### config.mk
export PLATFORM = sky130hd
export DESIGN_NAME = fft_stage_sequencer_flat
export DESIGN_NICKNAME = d
export VERILOG_FILES = /design/src/rtl/fft_stage_sequencer_if.sv /design/src/rtl/fft_stage_sequencer.sv /design/src/flat_wrapper.sv
export SDC_FILE = /design/constraint.sdc
export NUM_CORES = 1
export LEC_CHECK = 0
export CAP_MARGIN = 20
export CORE_MARGIN = 4
export CORE_UTILIZATION = 50
export CTS_CLUSTER_DIAMETER = 40
export DETAILED_ROUTE_END_ITERATION = 7
export PLACE_DENSITY = 0.71
export SYNTH_ARGS = -nofsm -noshare
export SYNTH_HDL_FRONTEND = slang
export SYNTH_SLANG_ARGS = --single-unit
export TNS_END_PERCENT = 100
### constraint.sdc
create_clock -name clk -period 9.61 [get_ports clk]
set_input_delay 0.961 -clock clk [delete_from_list [all_inputs] [get_ports clk]]
set_output_delay 0.961 -clock clk [all_outputs]
set_load 0.005 [all_outputs]
### src/rtl/fft_stage_sequencer_if.sv
`default_nettype none
//==============================================================================
// Module   : fft_stage_sequencer_if
// Brief    : Command and address bus between an FFT controller and the
//            stage sequencer (butterfly read, twiddle index, output phase).
// Revision : 1.0 - initial release
//==============================================================================
interface fft_stage_sequencer_if #(
    parameter int SIZE = 4
);
    logic            start;
    logic            abort;
    logic            ifft;
    logic            en_out;
    logic [SIZE-1:0] rd_ptr;
    logic [SIZE-1:0] rd_ptr_b;
    logic [10:0]     rd_ptr_angle;
    logic [3:0]      stage;
    logic            en_rd;
    logic [SIZE-1:0] out_ptr;
    logic            out_valid;
    logic            finish_FFT;
    logic            done_o;
    logic            busy;

    modport master (
        output start, abort, ifft, en_out,
        input  rd_ptr, rd_ptr_b, rd_ptr_angle, stage, en_rd,
        input  out_ptr, out_valid, finish_FFT, done_o, busy
    );

    modport slave (
        input  start, abort, ifft, en_out,
        output rd_ptr, rd_ptr_b, rd_ptr_angle, stage, en_rd,
        output out_ptr, out_valid, finish_FFT, done_o, busy
    );
endinterface
`default_nettype wire

### src/rtl/fft_stage_sequencer.sv
`default_nettype none
//==============================================================================
// Module   : fft_stage_sequencer
// Brief    : Radix-2 DIT stage sequencer: butterfly operand addresses and
//            twiddle indices per stage, then a paced (bit-reversed) readout.
// Revision : 1.0 - initial release
//==============================================================================
module fft_stage_sequencer #(
    parameter int SIZE       = 4,
    parameter int PIPE_GAP   = 2,
    parameter int OUT_GAP    = 0,
    parameter int BITREV_OUT = 1
) (
    input  logic                  clk,
    input  logic                  rst_n,
    fft_stage_sequencer_if.slave  bus
);

    typedef enum logic [2:0] {
        S_IDLE    = 3'd0,
        S_COMPUTE = 3'd1,
        S_GAP     = 3'd2,
        S_FINISH  = 3'd3,
        S_OUTPUT  = 3'd4,
        S_DONE    = 3'd5
    } state_t;

    localparam int              c_KW         = SIZE - 1;
    localparam int              c_MW         = SIZE + 1;
    localparam logic [SIZE:0]   c_N_WORDS    = {1'b1, {SIZE{1'b0}}};
    localparam logic [3:0]      c_LAST_STAGE = 4'(SIZE);
    localparam logic [3:0]      c_GAP_LOAD   = 4'(PIPE_GAP - 1);
    localparam logic [15:0]     c_OUT_GAP    = 16'(OUT_GAP);

    // span-1 for a stage: selects the butterfly index j inside its group
    function automatic logic [SIZE-1:0] f_mask(input logic [3:0] s);
        return (SIZE'(1) << (s - 4'd1)) - SIZE'(1);
    endfunction

    function automatic logic [SIZE-1:0] f_top(input logic [SIZE-2:0] k, input logic [3:0] s);
        logic [SIZE-1:0] kk;
        logic [SIZE-1:0] msk;
        kk  = {1'b0, k};
        msk = f_mask(s);
        return ((kk & ~msk) << 1) | (kk & msk);
    endfunction

    function automatic logic [SIZE-1:0] f_bot(input logic [SIZE-2:0] k, input logic [3:0] s);
        return f_top(k, s) | (SIZE'(1) << (s - 4'd1));
    endfunction

    function automatic logic [10:0] f_angle(input logic [SIZE-2:0] k, input logic [3:0] s,
                                            input logic inv);
        logic [10:0] a;
        a = 11'({1'b0, k} & f_mask(s)) << (4'd11 - s);
        return inv ? (11'd0 - a) : a;
    endfunction

    function automatic logic [SIZE-1:0] f_bitrev(input logic [SIZE-1:0] m);
        logic [SIZE-1:0] r;
        for (int i = 0; i < SIZE; i++) r[i] = m[SIZE-1-i];
        return r;
    endfunction

    state_t          r_state;
    logic [3:0]      r_stage;
    logic [SIZE-2:0] r_k;
    logic [3:0]      r_gap;
    logic [SIZE:0]   r_m;
    logic [15:0]     r_ogap;
    logic            r_ifft;

    logic [SIZE-1:0] r_rd_ptr;
    logic [SIZE-1:0] r_rd_ptr_b;
    logic [10:0]     r_angle;
    logic [3:0]      r_stage_o;
    logic            r_en_rd;
    logic [SIZE-1:0] r_out_ptr;
    logic            r_out_valid;
    logic            r_finish;
    logic            r_done;
    logic            r_busy;

    logic            w_last_k;
    logic            w_advance;
    logic [SIZE-2:0] w_k_next;
    logic [3:0]      w_stage_next;

    assign w_last_k     = (r_k == '1);
    assign w_k_next     = r_k + c_KW'(1);
    assign w_stage_next = r_stage + 4'd1;
    // end of a stage: either straight out of COMPUTE or after the drain gap
    assign w_advance    = ((r_state == S_COMPUTE) && w_last_k && (PIPE_GAP == 0)) ||
                          ((r_state == S_GAP) && (r_gap == 4'd0));

    always_ff @(posedge clk or negedge rst_n) begin
        if (!rst_n) begin
            r_state     <= S_IDLE;
            r_stage     <= 4'd0;
            r_k         <= '0;
            r_gap       <= 4'd0;
            r_m         <= '0;
            r_ogap      <= 16'd0;
            r_ifft      <= 1'b0;
            r_rd_ptr    <= '0;
            r_rd_ptr_b  <= '0;
            r_angle     <= 11'd0;
            r_stage_o   <= 4'd0;
            r_en_rd     <= 1'b0;
            r_out_ptr   <= '0;
            r_out_valid <= 1'b0;
            r_finish    <= 1'b0;
            r_done      <= 1'b0;
            r_busy      <= 1'b0;
        end else begin
            r_en_rd     <= 1'b0;
            r_out_valid <= 1'b0;
            r_finish    <= 1'b0;
            r_done      <= 1'b0;
            r_stage_o   <= 4'd0;
            if (r_ogap != 16'd0) r_ogap <= r_ogap - 16'd1;

            if (bus.abort) begin
                r_state <= S_IDLE;
                r_busy  <= 1'b0;
                r_stage <= 4'd0;
                r_k     <= '0;
                r_gap   <= 4'd0;
                r_m     <= '0;
                r_ogap  <= 16'd0;
            end else if (w_advance) begin
                if (r_stage == c_LAST_STAGE) begin
                    r_state  <= S_FINISH;
                    r_finish <= 1'b1;
                end else begin
                    r_state    <= S_COMPUTE;
                    r_stage    <= w_stage_next;
                    r_k        <= '0;
                    r_en_rd    <= 1'b1;
                    r_stage_o  <= w_stage_next;
                    r_rd_ptr   <= f_top('0, w_stage_next);
                    r_rd_ptr_b <= f_bot('0, w_stage_next);
                    r_angle    <= f_angle('0, w_stage_next, r_ifft);
                end
            end else begin
                case (r_state)
                    S_IDLE: begin
                        if (bus.start) begin
                            r_state    <= S_COMPUTE;
                            r_busy     <= 1'b1;
                            r_stage    <= 4'd1;
                            r_k        <= '0;
                            r_ifft     <= bus.ifft;
                            r_en_rd    <= 1'b1;
                            r_stage_o  <= 4'd1;
                            r_rd_ptr   <= f_top('0, 4'd1);
                            r_rd_ptr_b <= f_bot('0, 4'd1);
                            r_angle    <= f_angle('0, 4'd1, bus.ifft);
                        end
                    end
                    S_COMPUTE: begin
                        if (w_last_k) begin
                            r_state <= S_GAP;
                            r_gap   <= c_GAP_LOAD;
                        end else begin
                            r_k        <= w_k_next;
                            r_en_rd    <= 1'b1;
                            r_stage_o  <= r_stage;
                            r_rd_ptr   <= f_top(w_k_next, r_stage);
                            r_rd_ptr_b <= f_bot(w_k_next, r_stage);
                            r_angle    <= f_angle(w_k_next, r_stage, r_ifft);
                        end
                    end
                    S_GAP: begin
                        r_gap <= r_gap - 4'd1;
                    end
                    S_FINISH: begin
                        r_state <= S_OUTPUT;
                        r_m     <= '0;
                        r_ogap  <= 16'd0;
                    end
                    S_OUTPUT: begin
                        // r_m reaching N means the last word already went out
                        if (r_m == c_N_WORDS) begin
                            r_state <= S_DONE;
                            r_done  <= 1'b1;
                        end else if (bus.en_out && (r_ogap == 16'd0)) begin
                            r_out_valid <= 1'b1;
                            r_out_ptr   <= (BITREV_OUT != 0) ? f_bitrev(r_m[SIZE-1:0])
                                                             : r_m[SIZE-1:0];
                            r_m         <= r_m + c_MW'(1);
                            r_ogap      <= c_OUT_GAP;
                        end
                    end
                    S_DONE: begin
                        r_state <= S_IDLE;
                        r_busy  <= 1'b0;
                    end
                    default: begin
                        r_state <= S_IDLE;
                        r_busy  <= 1'b0;
                    end
                endcase
            end
        end
    end

    assign bus.rd_ptr       = r_rd_ptr;
    assign bus.rd_ptr_b     = r_rd_ptr_b;
    assign bus.rd_ptr_angle = r_angle;
    assign bus.stage        = r_stage_o;
    assign bus.en_rd        = r_en_rd;
    assign bus.out_ptr      = r_out_ptr;
    assign bus.out_valid    = r_out_valid;
    assign bus.finish_FFT   = r_finish;
    assign bus.done_o       = r_done;
    assign bus.busy         = r_busy;

endmodule
`default_nettype wire

### src/flat_wrapper.sv
// flat-port wrapper written by rule: the top's interface ports become plain ports
module fft_stage_sequencer_flat 
#(
    parameter int SIZE       = 4,
    parameter int PIPE_GAP   = 2,
    parameter int OUT_GAP    = 0,
    parameter int BITREV_OUT = 1
)
  (clk, rst_n, bus_start, bus_abort, bus_ifft, bus_en_out, bus_rd_ptr, bus_rd_ptr_b, bus_rd_ptr_angle, bus_stage, bus_en_rd, bus_out_ptr, bus_out_valid, bus_finish_FFT, bus_done_o, bus_busy);
  fft_stage_sequencer_if #(.SIZE(SIZE)) bus_i ();
  input  logic clk;
  input  logic rst_n;
  input wire logic [$bits(bus_i.start)-1:0] bus_start;
  input wire logic [$bits(bus_i.abort)-1:0] bus_abort;
  input wire logic [$bits(bus_i.ifft)-1:0] bus_ifft;
  input wire logic [$bits(bus_i.en_out)-1:0] bus_en_out;
  output wire logic [$bits(bus_i.rd_ptr)-1:0] bus_rd_ptr;
  output wire logic [$bits(bus_i.rd_ptr_b)-1:0] bus_rd_ptr_b;
  output wire logic [$bits(bus_i.rd_ptr_angle)-1:0] bus_rd_ptr_angle;
  output wire logic [$bits(bus_i.stage)-1:0] bus_stage;
  output wire logic [$bits(bus_i.en_rd)-1:0] bus_en_rd;
  output wire logic [$bits(bus_i.out_ptr)-1:0] bus_out_ptr;
  output wire logic [$bits(bus_i.out_valid)-1:0] bus_out_valid;
  output wire logic [$bits(bus_i.finish_FFT)-1:0] bus_finish_FFT;
  output wire logic [$bits(bus_i.done_o)-1:0] bus_done_o;
  output wire logic [$bits(bus_i.busy)-1:0] bus_busy;
  assign bus_i.start = bus_start;
  assign bus_i.abort = bus_abort;
  assign bus_i.ifft = bus_ifft;
  assign bus_i.en_out = bus_en_out;
  assign bus_rd_ptr = bus_i.rd_ptr;
  assign bus_rd_ptr_b = bus_i.rd_ptr_b;
  assign bus_rd_ptr_angle = bus_i.rd_ptr_angle;
  assign bus_stage = bus_i.stage;
  assign bus_en_rd = bus_i.en_rd;
  assign bus_out_ptr = bus_i.out_ptr;
  assign bus_out_valid = bus_i.out_valid;
  assign bus_finish_FFT = bus_i.finish_FFT;
  assign bus_done_o = bus_i.done_o;
  assign bus_busy = bus_i.busy;
  fft_stage_sequencer #(.SIZE(SIZE), .PIPE_GAP(PIPE_GAP), .OUT_GAP(OUT_GAP), .BITREV_OUT(BITREV_OUT)) u_core (.clk(clk), .rst_n(rst_n), .bus(bus_i));
endmodule
Yosys cells after proc, flatten, opt, wreduce, memory -nomap -nowiden. Index checks and enable logic that the tools add are counted.

Register bits after elaboration: 68. Input bits: 6. Logic and storage cells: 163.

Add/subtract/negate cells: 12. Equality and inequality tests: 22. Shift-type cells: 4. Muxes and demuxes: 77. Bitwise operators: 9. Reductions and logical operators: 22.

Operator list (count): two-way mux 16 bit (5); two-way mux 4 bit (19); two-way mux 11 bit (6); case mux 16 bit (2 select lines) (1); case mux 4 bit (2 select lines) (4); two-way mux 3 bit (10); case mux 11 bit (2 select lines) (1); subtractor 1 x 11 -> 11 bit (first input constant) (2); two-way mux 1 bit (21); two-way mux 5 bit (4); zero test 16 bit (1); AND reduction 4 bit (4); nonzero test 16 bit (1); subtractor 16 x 1 -> 16 bit (second input constant) (1); case mux 3 bit (5 select lines) (1); nonzero test 3 bit (5); != test 3 x 2 -> 1 bit (second input constant) (4); != test 3 bit (second input constant) (4); subtractor 4 x 1 -> 4 bit (second input constant) (3); left shift 1 x 4 -> 11 bit (first input constant) (1); left shift 11 x 4 -> 11 bit (1); case mux 5 bit (2 select lines) (1); AND reduction 5 bit (2); AND reduction 3 bit (3); 29 further kinds (41).

Longest topological paths before layout. Gate-level depths: netlist of run 1.

Word-level depth: 10. Mapped depth: 19. Depth with buffers taken out: 17.

Least setup slack after synthesis of run 1. OpenSTA, ideal clock, no wires.

Path kind: reg-to-reg. Start: register u_core.r_stage[0]. End: register u_core.r_angle[10], in the netlist u_core.bus.rd_ptr_angle[10]. Data arrival time: 3.332 ns. Required time: 9.486 ns. Path slack: 6.154 ns. Cell stages (with the launch flop): 18. Path buffers: 2. Period minus slack after synthesis: 3.456 ns. Cell sequence: dfrtp_1 > buf_2 > inv_1 > ha_1 > buf_4 > nor3b_1 > a211o_1 > o21ai_0 > nor3_1 > inv_1 > ha_1 > and3b_1 > or2_2 > or3_1 > nand3_1 > nand3_1 > a221o_1 > a211o_1.

Word-level cells in the longest chain between the ends: 10.

Ends and longest elaborated chain: start: declaration (RTL line fft_stage_sequencer.sv:66) `logic [3:0] r_stage;`; start signal: assignment (RTL line fft_stage_sequencer.sv:137) `r_stage <= w_stage_next;`; subtractor 4 x 1 -> 4 bit (RTL line fft_stage_sequencer.sv:37) `return (SIZE'(1) << (s - 4'd1)) - SIZE'(1);`; left shift 1 x 4 -> 4 bit (RTL line fft_stage_sequencer.sv:37); subtractor 4 x 2 -> 4 bit (RTL line fft_stage_sequencer.sv:37); AND 3 x 4 -> 4 bit (RTL line fft_stage_sequencer.sv:55) `a = 11'({1'b0, k} & f_mask(s)) << (4'd11 - s);`; left shift 11 x 4 -> 11 bit (RTL line fft_stage_sequencer.sv:55); subtractor 1 x 11 -> 11 bit (RTL line fft_stage_sequencer.sv:56) `return inv ? (11'd0 - a) : a;`; two-way mux 11 bit (RTL line fft_stage_sequencer.sv:56); two-way mux 11 bit (RTL line fft_stage_sequencer.sv:162) `if (w_last_k) begin`; case mux 11 bit (2 select lines) (RTL line fft_stage_sequencer.sv:146) `case (r_state)`; two-way mux 11 bit (RTL line fft_stage_sequencer.sv:131) `end else if (w_advance) begin`; end signal: assignment (RTL line fft_stage_sequencer.sv:143) `r_angle <= f_angle('0, w_stage_next, r_ifft);`; end signal: assignment (RTL line fft_stage_sequencer.sv:158) `r_angle <= f_angle('0, 4'd1, bus.ifft);`; end signal: assignment (RTL line fft_stage_sequencer.sv:171) `r_angle <= f_angle(w_k_next, r_stage, r_ifft);`; end: declaration (RTL line fft_stage_sequencer.sv:75) `logic [10:0] r_angle;`.

Several ways; a longest one is shown, not always the timed one. The select of a mux whose other input is x is not followed. A chain may end at the register's enable or synchronous reset.

Final worst setup path of run 1. Ends and elaborated chain as after synthesis.

==> results.json, run 1 <==
{
  "final_core_util_pct": 59.3,
  "synth_nets": 461,
  "r2r_slack_ns": 5.47,
  "cts_resized": 0,
  "cts.sinks": 68,
  "first_global_vias": 3121,
  "place_congestion": 0.929,
  "fin_crit_ns": 4.14,
  "grt_util_all_layers_pct": 19.7,
  "fin_cells": 580,
  "clkTransAtPathRegs_ns": 0.07,
  "antennaDiodeCount": 0,
  "tritoncts": "done",
  "die_h_um": 96.8,
  "synthArstFlopShare_pct": 100,
  "total_leakage_power_nw": 1.94,
  "gr-total-overflow": 0,
  "path_class": "reg -> reg",
  "syn-cell-area_um2": 3940,
  "rsz0062_at_grt": "false",
  "critPathLaunchType": "register",
  "setup_viol": 0,
  "fill_cells": 676,
  "drc": 0,
  "avgSynthCellArea_um2": 8.90,
  "finalMaxSlewViolations": 0,
  "clk-insertion-delay-late_ns": 0.35,
  "skew_ns": 0.00947,
  "drt_iter0_drc": 228,
  "crit_chain": "inv_1 -> ha_1 -> nor3b_1 -> a211o_1 -> o21ai_0 -> nor3_1 -> inv_1 -> ha_1 -> and3b_1 -> o21ai_0 -> nor2_1 -> a21oi_1 -> nand3_1 -> a221o_1 -> a211o_1",
  "holdPathStages": 2,
  "numCtsBuffers": 9,
  "synth-seq-cells": 68,
  "period_share_pct": 43.1,
  "drive_above_1_share_pct": 7.53,
  "antenna_found_initial": 0,
  "required_ns": 9.85,
  "max_slew_margin_pct": 31.5,
  "wl_per_cell_um": 15.4,
  "endpoint": "u_core.bus.rd_ptr_angle[10]",
  "cts_hold_buf": 0,
  "post_dp_cell_area_um2": 4360,
  "detail-route-antenna-nets": 0,
  "synth_flop_cell": "dfrtp_1",
  "post-cts-setup-buffers": 0,
  "hp-class": "reg -> reg",
  "cts_buffer_depth": 2,
  "power_density_nw_per_um2": 179,
  "initial_core_util_pct": 51.3,
  "layout_commonest_cell": "dfrtp_1",
  "setup_tns_ns": 0,
  "design_area_um2": 4560,
  "fp.coreArea_um2": 7690,
  "hold_viol": 0,
  "placedCellCount": 564,
  "drv_cap": 0,
  "holdWs_ns": 0.478,
  "ys_warn_count": 0,
  "crit_fanout": 22,
  "yosysUniqueCellTypes": 66,
  "layout_common_cells": "68 x dfrtp_1, 50 x nand2_1, 46 x nor2_1",
  "crit_start": "u_core.r_stage[0]",
  "ys_seq_area_share_pct": 43.1,
  "max_stage_delay_ns": 0.78,
  "synth_top_area_share_pct": 43.1,
  "io_pins": 38,
  "die-area_um2": 9370,
  "synth_edf_count": 0,
  "r2r_end": "u_core.bus.rd_ptr_angle[10]",
  "yosysTopAreaCell": "dfrtp_1",
  "area_growth_pct": 15.6,
  "placementRows": 32,
  "finalPower_uw": 817,
  "synthTopCellsByArea": "dfrtp_1 43%, nand2_1 4.8%, o21ai_0 4.4%, nor2_1 4.4%, ha_1 3.8%",
  "root_buffer": "clkbuf_8",
  "portBuffers": 37,
  "outcome": "complete, no violations",
  "num-nets-final": 491,
  "vias_per_cell": 5.69,
  "reg2reg_from": "u_core.r_stage[0]",
  "die_w_um": 96.8,
  "cp_slowest_cell": "dfrtp_1",
  "dp_hpwl_um": 6310,
  "cp.arrival_ns": 4.38,
  "preCtsSetupSlack_ns": 5.56,
  "ir_worst_vdd_uv": 96.0,
  "wl_um": 8930,
  "rr_worst_depth": 15,
  "endpoint_kind": "register",
  "worst_slack_ns": 5.47,
  "tightest_slew_ns": 1.02,
  "grt_max_degree": 69,
  "h-tree-depth": 3,
  "grt_pass1_wl_um": 15400,
  "dr.pass1.iters": 6,
  "fmaxAchievable_mhz": 241,
  "syn_inst": 443,
  "vias": 3303
}
## registers in the layout, indices dropped and copies added, names as in the netlist, 3 cells and up
name / count
u_core.bus.rd_ptr_b: 4
u_core.bus.out_ptr: 4
u_core.r_state: 3
u_core.r_k: 3
u_core.r_ogap: 16
u_core.r_gap: 4
u_core.r_m: 5
u_core.r_stage: 4
u_core.bus.rd_ptr_angle: 11
u_core.bus.stage: 4
u_core.bus.rd_ptr: 4
## critical path: cells and delay by family, from the launching register on
kind	cells	cell delay, ns
AOI/OAI and AO/OA	6	1.48
adders and majority gates	2	0.66
buffers and inverters	2	0.28
DFF	1	0.78
and+or+nand+nor	5	0.83
## worst min path at each step
stage	start	end	slack [ns]
2_1_floorplan	u_core.bus.out_ptr[2]	u_core.bus.out_ptr[2]	0.47
3_3_place_gp	u_core.bus.rd_ptr_angle[9]	u_core.bus.rd_ptr_angle[9]	0.46
3_5_place_dp	u_core.bus.rd_ptr_angle[3]	u_core.bus.rd_ptr_angle[3]	0.47
4_1_cts	u_core.bus.rd_ptr_angle[3]	u_core.bus.rd_ptr_angle[3]	0.49
5_1_grt	u_core.bus.rd_ptr_angle[8]	u_core.bus.rd_ptr_angle[8]	0.51
6_report	u_core.bus.rd_ptr_angle[3]	u_core.bus.rd_ptr_angle[3]	0.48
## report_power, final
group          switching [mW]  leakage [nW]  internal [mW]
Sequential             0.0328         0.926          0.319
Combinational           0.126         0.918         0.0966
Clock                   0.115        0.0918          0.127
Total                   0.274          1.94          0.543
## cell usage after synthesis (3+ instances only)
master / instances
o21bai_1: 3
nor4_1: 5
nor3_1: 19
nand4_1: 3
a32o_1: 3
xnor2_1: 11
nand2b_1: 8
nor2_1: 46
and2_1: 3
ha_1: 12
clkbuf_1: 9
nor2b_1: 6
xor2_1: 15
nand2_1: 50
a21oi_1: 21
dfrtp_1: 68
inv_1: 18
a31oi_1: 5
nand3_1: 13
o21ai_0: 35
o21ai_1: 5
or3_1: 11
o31ai_1: 3
buf_2: 9
a211oi_1: 8
nand3b_1: 5
## logic make-up after synthesis
family | after synthesis | synth area share (%)
flops | 68 | 43.1
simple gates | 191 | 25.1
compound gates | 102 | 16.4
fa+ha+maj | 12 | 3.81
mux | 4 | 1.08
xor+xnor | 27 | 6.19
buf+inv | 39 | 4.28
## cell type report
class                      count  area [µm²]  share of cell area [%]
tap                          102         128                    2.80
clock inverter                 5        61.3                    1.34
timing repair buffer          40         388                    8.50
sequential                    68        1700                    37.3
clock buffer                  11         141                    3.10
multi-input combinational    336        2070                    45.5
inverter                      18        67.6                    1.48
## per-layer routing
layer  up-vias  track usage, %  routed length, µm
li1       1626               -                  -
met1      1571            28.4               4200
met2        85            29.5               4130
met3        21            3.24                399
met4         0            8.10                199
met5         -               0                  0
Power figures use the tool's default switching activity.
==> run 2: changes to the inputs <==
==> constraint.sdc (replaced) <==
create_clock -name clk -period 3.9 [get_ports clk]
set_input_delay 0.39 -clock clk [delete_from_list [all_inputs] [get_ports clk]]
set_output_delay 0.39 -clock clk [all_outputs]
set_load 0.005 [all_outputs]
==> results.json, run 2 (synthesis results as in run 1) <==
{
  "outcome": "complete, no violations",
  "placementRows": 32,
  "rr_worst_depth": 14,
  "tritoncts": "done",
  "drt_iter0_drc": 155,
  "path_class": "reg -> reg",
  "dp_hpwl_um": 6390,
  "finalPower_mw": 1.97,
  "clkTransAtPathRegs_ns": 0.07,
  "drive_above_1_share_pct": 8.49,
  "h-tree-depth": 3,
  "max_slew_margin_pct": 27.9,
  "finalMaxSlewViolations": 0,
  "preCtsSetupSlack_ns": 0.444,
  "crit_fanout": 6,
  "top_register": "u_core.r_ogap",
  "vias_per_cell": 5.56,
  "die_w_um": 96.8,
  "setup_tns_ns": 0,
  "gr-total-overflow": 0,
  "post-cts-setup-buffers": 0,
  "cts_resized": 0,
  "grt_util_all_layers_pct": 19.2,
  "hold_viol": 0,
  "place_congestion": 0.953,
  "tightest_slew_ns": 1.07,
  "multi_input_area_um2": 2070,
  "root_buffer": "clkbuf_8",
  "clk-insertion-delay-late_ns": 0.34,
  "io_pins": 38,
  "holdWs_ns": 0.114,
  "drv_cap": 0,
  "dr.pass1.iters": 5,
  "fmaxAchievable_mhz": 282,
  "r2r_end": "u_core.bus.rd_ptr_angle[10]",
  "portBuffers": 37,
  "detail-route-antenna-nets": 0,
  "drc": 0,
  "endpoint_kind": "register",
  "grt_max_degree": 37,
  "layout_commonest_cell": "dfrtp_1",
  "crit_start": "u_core.r_stage[0]",
  "skew_ns": 0.00646,
  "rsz0062_at_grt": "false",
  "cts.sinks": 68,
  "period_share_pct": 90.9,
  "cts_buffer_depth": 2,
  "first_global_vias": 3018,
  "fill_cells": 685,
  "post_dp_cell_area_um2": 4400,
  "cts_hold_buf": 0,
  "r2r_slack_ns": 0.36,
  "antennaDiodeCount": 0,
  "wl_per_cell_um": 15.0,
  "die-area_um2": 9370,
  "vias": 3254,
  "grt_pass1_wl_um": 14900,
  "layout_common_cells": "68 x dfrtp_1, 50 x nand2_1, 46 x nor2_1",
  "power_density_nw_per_um2": 429,
  "design_area_um2": 4580,
  "required_ns": 4.13,
  "reg2reg_from": "u_core.r_stage[0]",
  "setup_viol": 0,
  "wl_um": 8790,
  "area_growth_pct": 16.2,
  "num-nets-final": 497,
  "fp.coreArea_um2": 7690,
  "die_h_um": 96.8,
  "hp-class": "in -> async",
  "ir_worst_vdd_uv": 185,
  "initial_core_util_pct": 51.3,
  "fin_crit_ns": 3.54,
  "largest_reg_flops": 16,
  "critPathLaunchType": "register",
  "seqCellArea_um2": 1700,
  "worst_slack_ns": 0.356,
  "numCtsBuffers": 9,
  "antenna_found_initial": 0,
  "total_leakage_power_nw": 1.97,
  "cp.arrival_ns": 3.78
}
-- run 2: changes by cell type in the layout (fill, tap and decap cells not counted) --
| cell | delta |
|---|---|
| clkbuf_8 | -1 |
| buf_4 | +6 |
| clkinvlp_4 | -3 |
| clkinv_2 | +3 |
-- run 2: worst max path at each step --
stage | to | slack [ns] | depth (start not counted)
3_5_place_dp | u_core.bus.rd_ptr_angle[10] | 0.44 | 15
5_1_grt | u_core.bus.rd_ptr_angle[10] | 0.07 | 14
4_1_cts | u_core.bus.rd_ptr_angle[10] | 0.42 | 15
6_report | u_core.bus.rd_ptr_angle[10] | 0.36 | 14
2_1_floorplan | u_core.bus.rd_ptr_angle[10] | 0.44 | 17
3_3_place_gp | u_core.bus.rd_ptr_angle[10] | 0.55 | 15
-- run 2: worst max-delay path, cell delays in order (launching register included) --
cell	delay (ns)
dfrtp_1	0.34
inv_1	0.08
ha_1	0.30
nor3b_1	0.20
a211o_1	0.12
o21ai_0	0.12
nor3_1	0.23
inv_1	0.08
ha_1	0.31
nand2b_1	0.20
o21ai_0	0.17
o32ai_2	0.61
nor4_1	0.09
a221o_1	0.29
a211o_1	0.27
-- run 2: where the power goes --
group / internal (mW) / switching (mW)
clock: 0.290 / 0.265
combinational: 0.239 / 0.312
sequential: 0.786 / 0.0747
-- run 2: final cells by class --
class                   count  share of cell area (%)
inverters                  18                    1.47
multi-input cells         336                    45.2
clock buffers              10                    2.78
clock inverters             5                    1.17
well taps                 102                    2.78
flip-flops and latches     68                    37.1
repair buffers             46                    9.44
-- run 2: metrics by stage --
step | utilization [%] | std cells
after global routing | 59.6 | 585
after detailed placement | 57.3 | 570
after CTS | 59.6 | 585
final | 59.6 | 585
after global placement | 57.3 | 570
after floorplan | - | 443
-- run 2: metal layers --
layer	track usage, %	up-vias	part of all wire [%]
met4	5.18	0	1.2
met2	30.1	77	46
met3	4.47	10	4.6
met1	26.6	1535	48
met5	0	-	0
li1	-	1632	-
==> run 3: changes to the inputs <==
--- a/config.mk
+++ b/config.mk
@@ -10,6 +10,7 @@
 export CORE_UTILIZATION = 50
 export CTS_CLUSTER_DIAMETER = 40
 export DETAILED_ROUTE_END_ITERATION = 7
+export GPL_TIMING_DRIVEN = 0
 export PLACE_DENSITY = 0.71
 export SYNTH_ARGS = -nofsm -noshare
 export SYNTH_HDL_FRONTEND = slang
==> results.json, run 3 (synthesis results as in run 1) <==
{
  "die_h_um": 96.8,
  "hold_viol": 0,
  "layout_commonest_cell": "dfrtp_1",
  "cts.sinks": 68,
  "placementRows": 32,
  "top_register": "u_core.r_ogap",
  "finalMaxSlewViolations": 0,
  "crit_fanout": 10,
  "dp_hpwl_um": 6610,
  "final_core_util_pct": 60.8,
  "tritoncts": "done",
  "ir_worst_vdd_uv": 216,
  "antennaDiodeCount": 0,
  "clkTransAtPathRegs_ns": 0.08,
  "grt_max_degree": 69,
  "endpoint_kind": "register",
  "skew_ns": 0.0114,
  "required_ns": 4.12,
  "cts_hold_buf": 0,
  "numCtsBuffers": 9,
  "power_density_nw_per_um2": 430,
  "path_class": "reg -> reg",
  "place_congestion": 0.954,
  "total_leakage_power_nw": 2.00,
  "wl_met2_um": 4100,
  "hp-class": "in -> async",
  "die-area_um2": 9370,
  "num-nets-final": 509,
  "outcome": "complete, no violations",
  "fmaxAchievable_mhz": 268,
  "die_w_um": 96.8,
  "grt_pass1_wl_um": 15200,
  "vias_per_cell": 5.72,
  "critPathLaunchType": "register",
  "dr.pass1.iters": 4,
  "preCtsSetupSlack_ns": -0.101,
  "tightest_slew_ns": 0.970,
  "rsz0062_at_grt": "false",
  "period_share_pct": 95.8,
  "cp.arrival_ns": 3.96,
  "vias": 3422,
  "holdWs_ns": 0.147,
  "wl_per_cell_um": 15.2,
  "fin_crit_ns": 3.74,
  "initial_core_util_pct": 51.3,
  "drive_above_1_share_pct": 9.68,
  "finalPower_mw": 2.01,
  "fp.coreArea_um2": 7690,
  "h-tree-depth": 3,
  "met1_length_um": 4370,
  "detail-route-antenna-nets": 0,
  "worst_slack_ns": 0.164,
  "wl_met3_um": 431,
  "portBuffers": 37,
  "root_buffer": "clkbuf_8",
  "drc": 0,
  "cts_buffer_depth": 2,
  "largest_reg_flops": 16,
  "clk-insertion-delay-late_ns": 0.34,
  "max_slew_margin_pct": 34.9,
  "io_pins": 38,
  "top_layer": "met4",
  "gr-total-overflow": 0,
  "drv_cap": 0,
  "drt_iter0_drc": 181,
  "area_growth_pct": 18.5,
  "first_global_vias": 3195,
  "wl_um": 9080,
  "grt_util_all_layers_pct": 19.6,
  "layout_common_cells": "68 x dfrtp_1, 50 x nand2_1, 46 x nor2_1",
  "setup_viol": 0,
  "antenna_found_initial": 0
}
[run 3: changes by cell type in the layout (fill, tap and decap cells not counted), moves of 2 or more]
| cell | previous run | this run |
|---|---|---|
| o21ai_0 | 35 | 32 |
| inv_6 | 0 | 2 |
| o21ai_2 | 0 | 2 |
| buf_2 | 1 | 8 |
| buf_6 | 0 | 2 |
| clkinv_2 | 3 | 0 |
| clkbuf_1 | 1 | 10 |
| buf_4 | 9 | 2 |
[run 3: path summary, 6_finish.rpt]
path | startpoint | to | slack, ns | cells after the start
setup / recovery | u_core.r_stage[0] | u_core.bus.rd_ptr_angle[10] | 0.16 | 17
hold / removal | rst_n | u_core.r_ogap[4] | 0.15 | 1
setup reg to reg | u_core.r_stage[0] | u_core.bus.rd_ptr_angle[10] | 0.16 | 17
hold reg to reg | u_core.bus.rd_ptr_b[0] | u_core.bus.rd_ptr_b[0] | 0.48 | 2
max in group asynchronous | rst_n | u_core.r_gap[3] | 3.22 | 1
min in group clk | u_core.bus.rd_ptr_b[0] | u_core.bus.rd_ptr_b[0] | 0.48 | 2
[run 3: power by group]
group,internal [mW],switching (mW),total (mW)
Clock,0.302,0.286,0.588
Combinational,0.244,0.324,0.567
Sequential,0.786,0.0708,0.856
Total,1.33,0.681,2.01
[run 3: final cells by class]
class	instances	area, µm²
well taps	102	128
clock inverters	6	72.6
inverters	18	67.6
fillers	694	3010
repair buffers	37	368
multi-input cells	336	2100
flip-flops and latches	68	1700
plain buffers	21	108
clock buffers	10	128
[run 3: critical path, stage by stage, from the launching register on]
cell	delay (ns)
dfrtp_1	0.41
buf_6	0.15
inv_1	0.09
ha_1	0.20
buf_4	0.16
nor3b_2	0.16
a211o_1	0.14
o21ai_2	0.08
nor3_2	0.20
inv_1	0.06
ha_1	0.30
and3b_1	0.20
or2_2	0.31
or3_1	0.34
nand3_1	0.10
nand3_1	0.13
a221o_1	0.32
a211o_1	0.27
[run 3: metrics by stage]
step                      cells  cell area, µm²  setup TNS [ns]
after global placement      582            4440          -0.132
after floorplan             443            3940               0
final                       598            4670               0
after global routing        598            4670               0
after detailed placement    582            4440          -0.101
after CTS                   598            4640               0
[run 3: repair_timing]
action / 4_1_cts / 5_1_grt
pin swaps: 0 / 1
setup buffers: 0 / 0
setup endpoints to repair: 1 / 9
gates resized for setup: 1 / 10
[run 3: routing by layer]
layer,vias to the layer above,GRT usage (%)
li1,1669,-
met2,94,30.1
met4,0,7.45
met1,1642,27.7
met3,17,3.53
met5,-,0
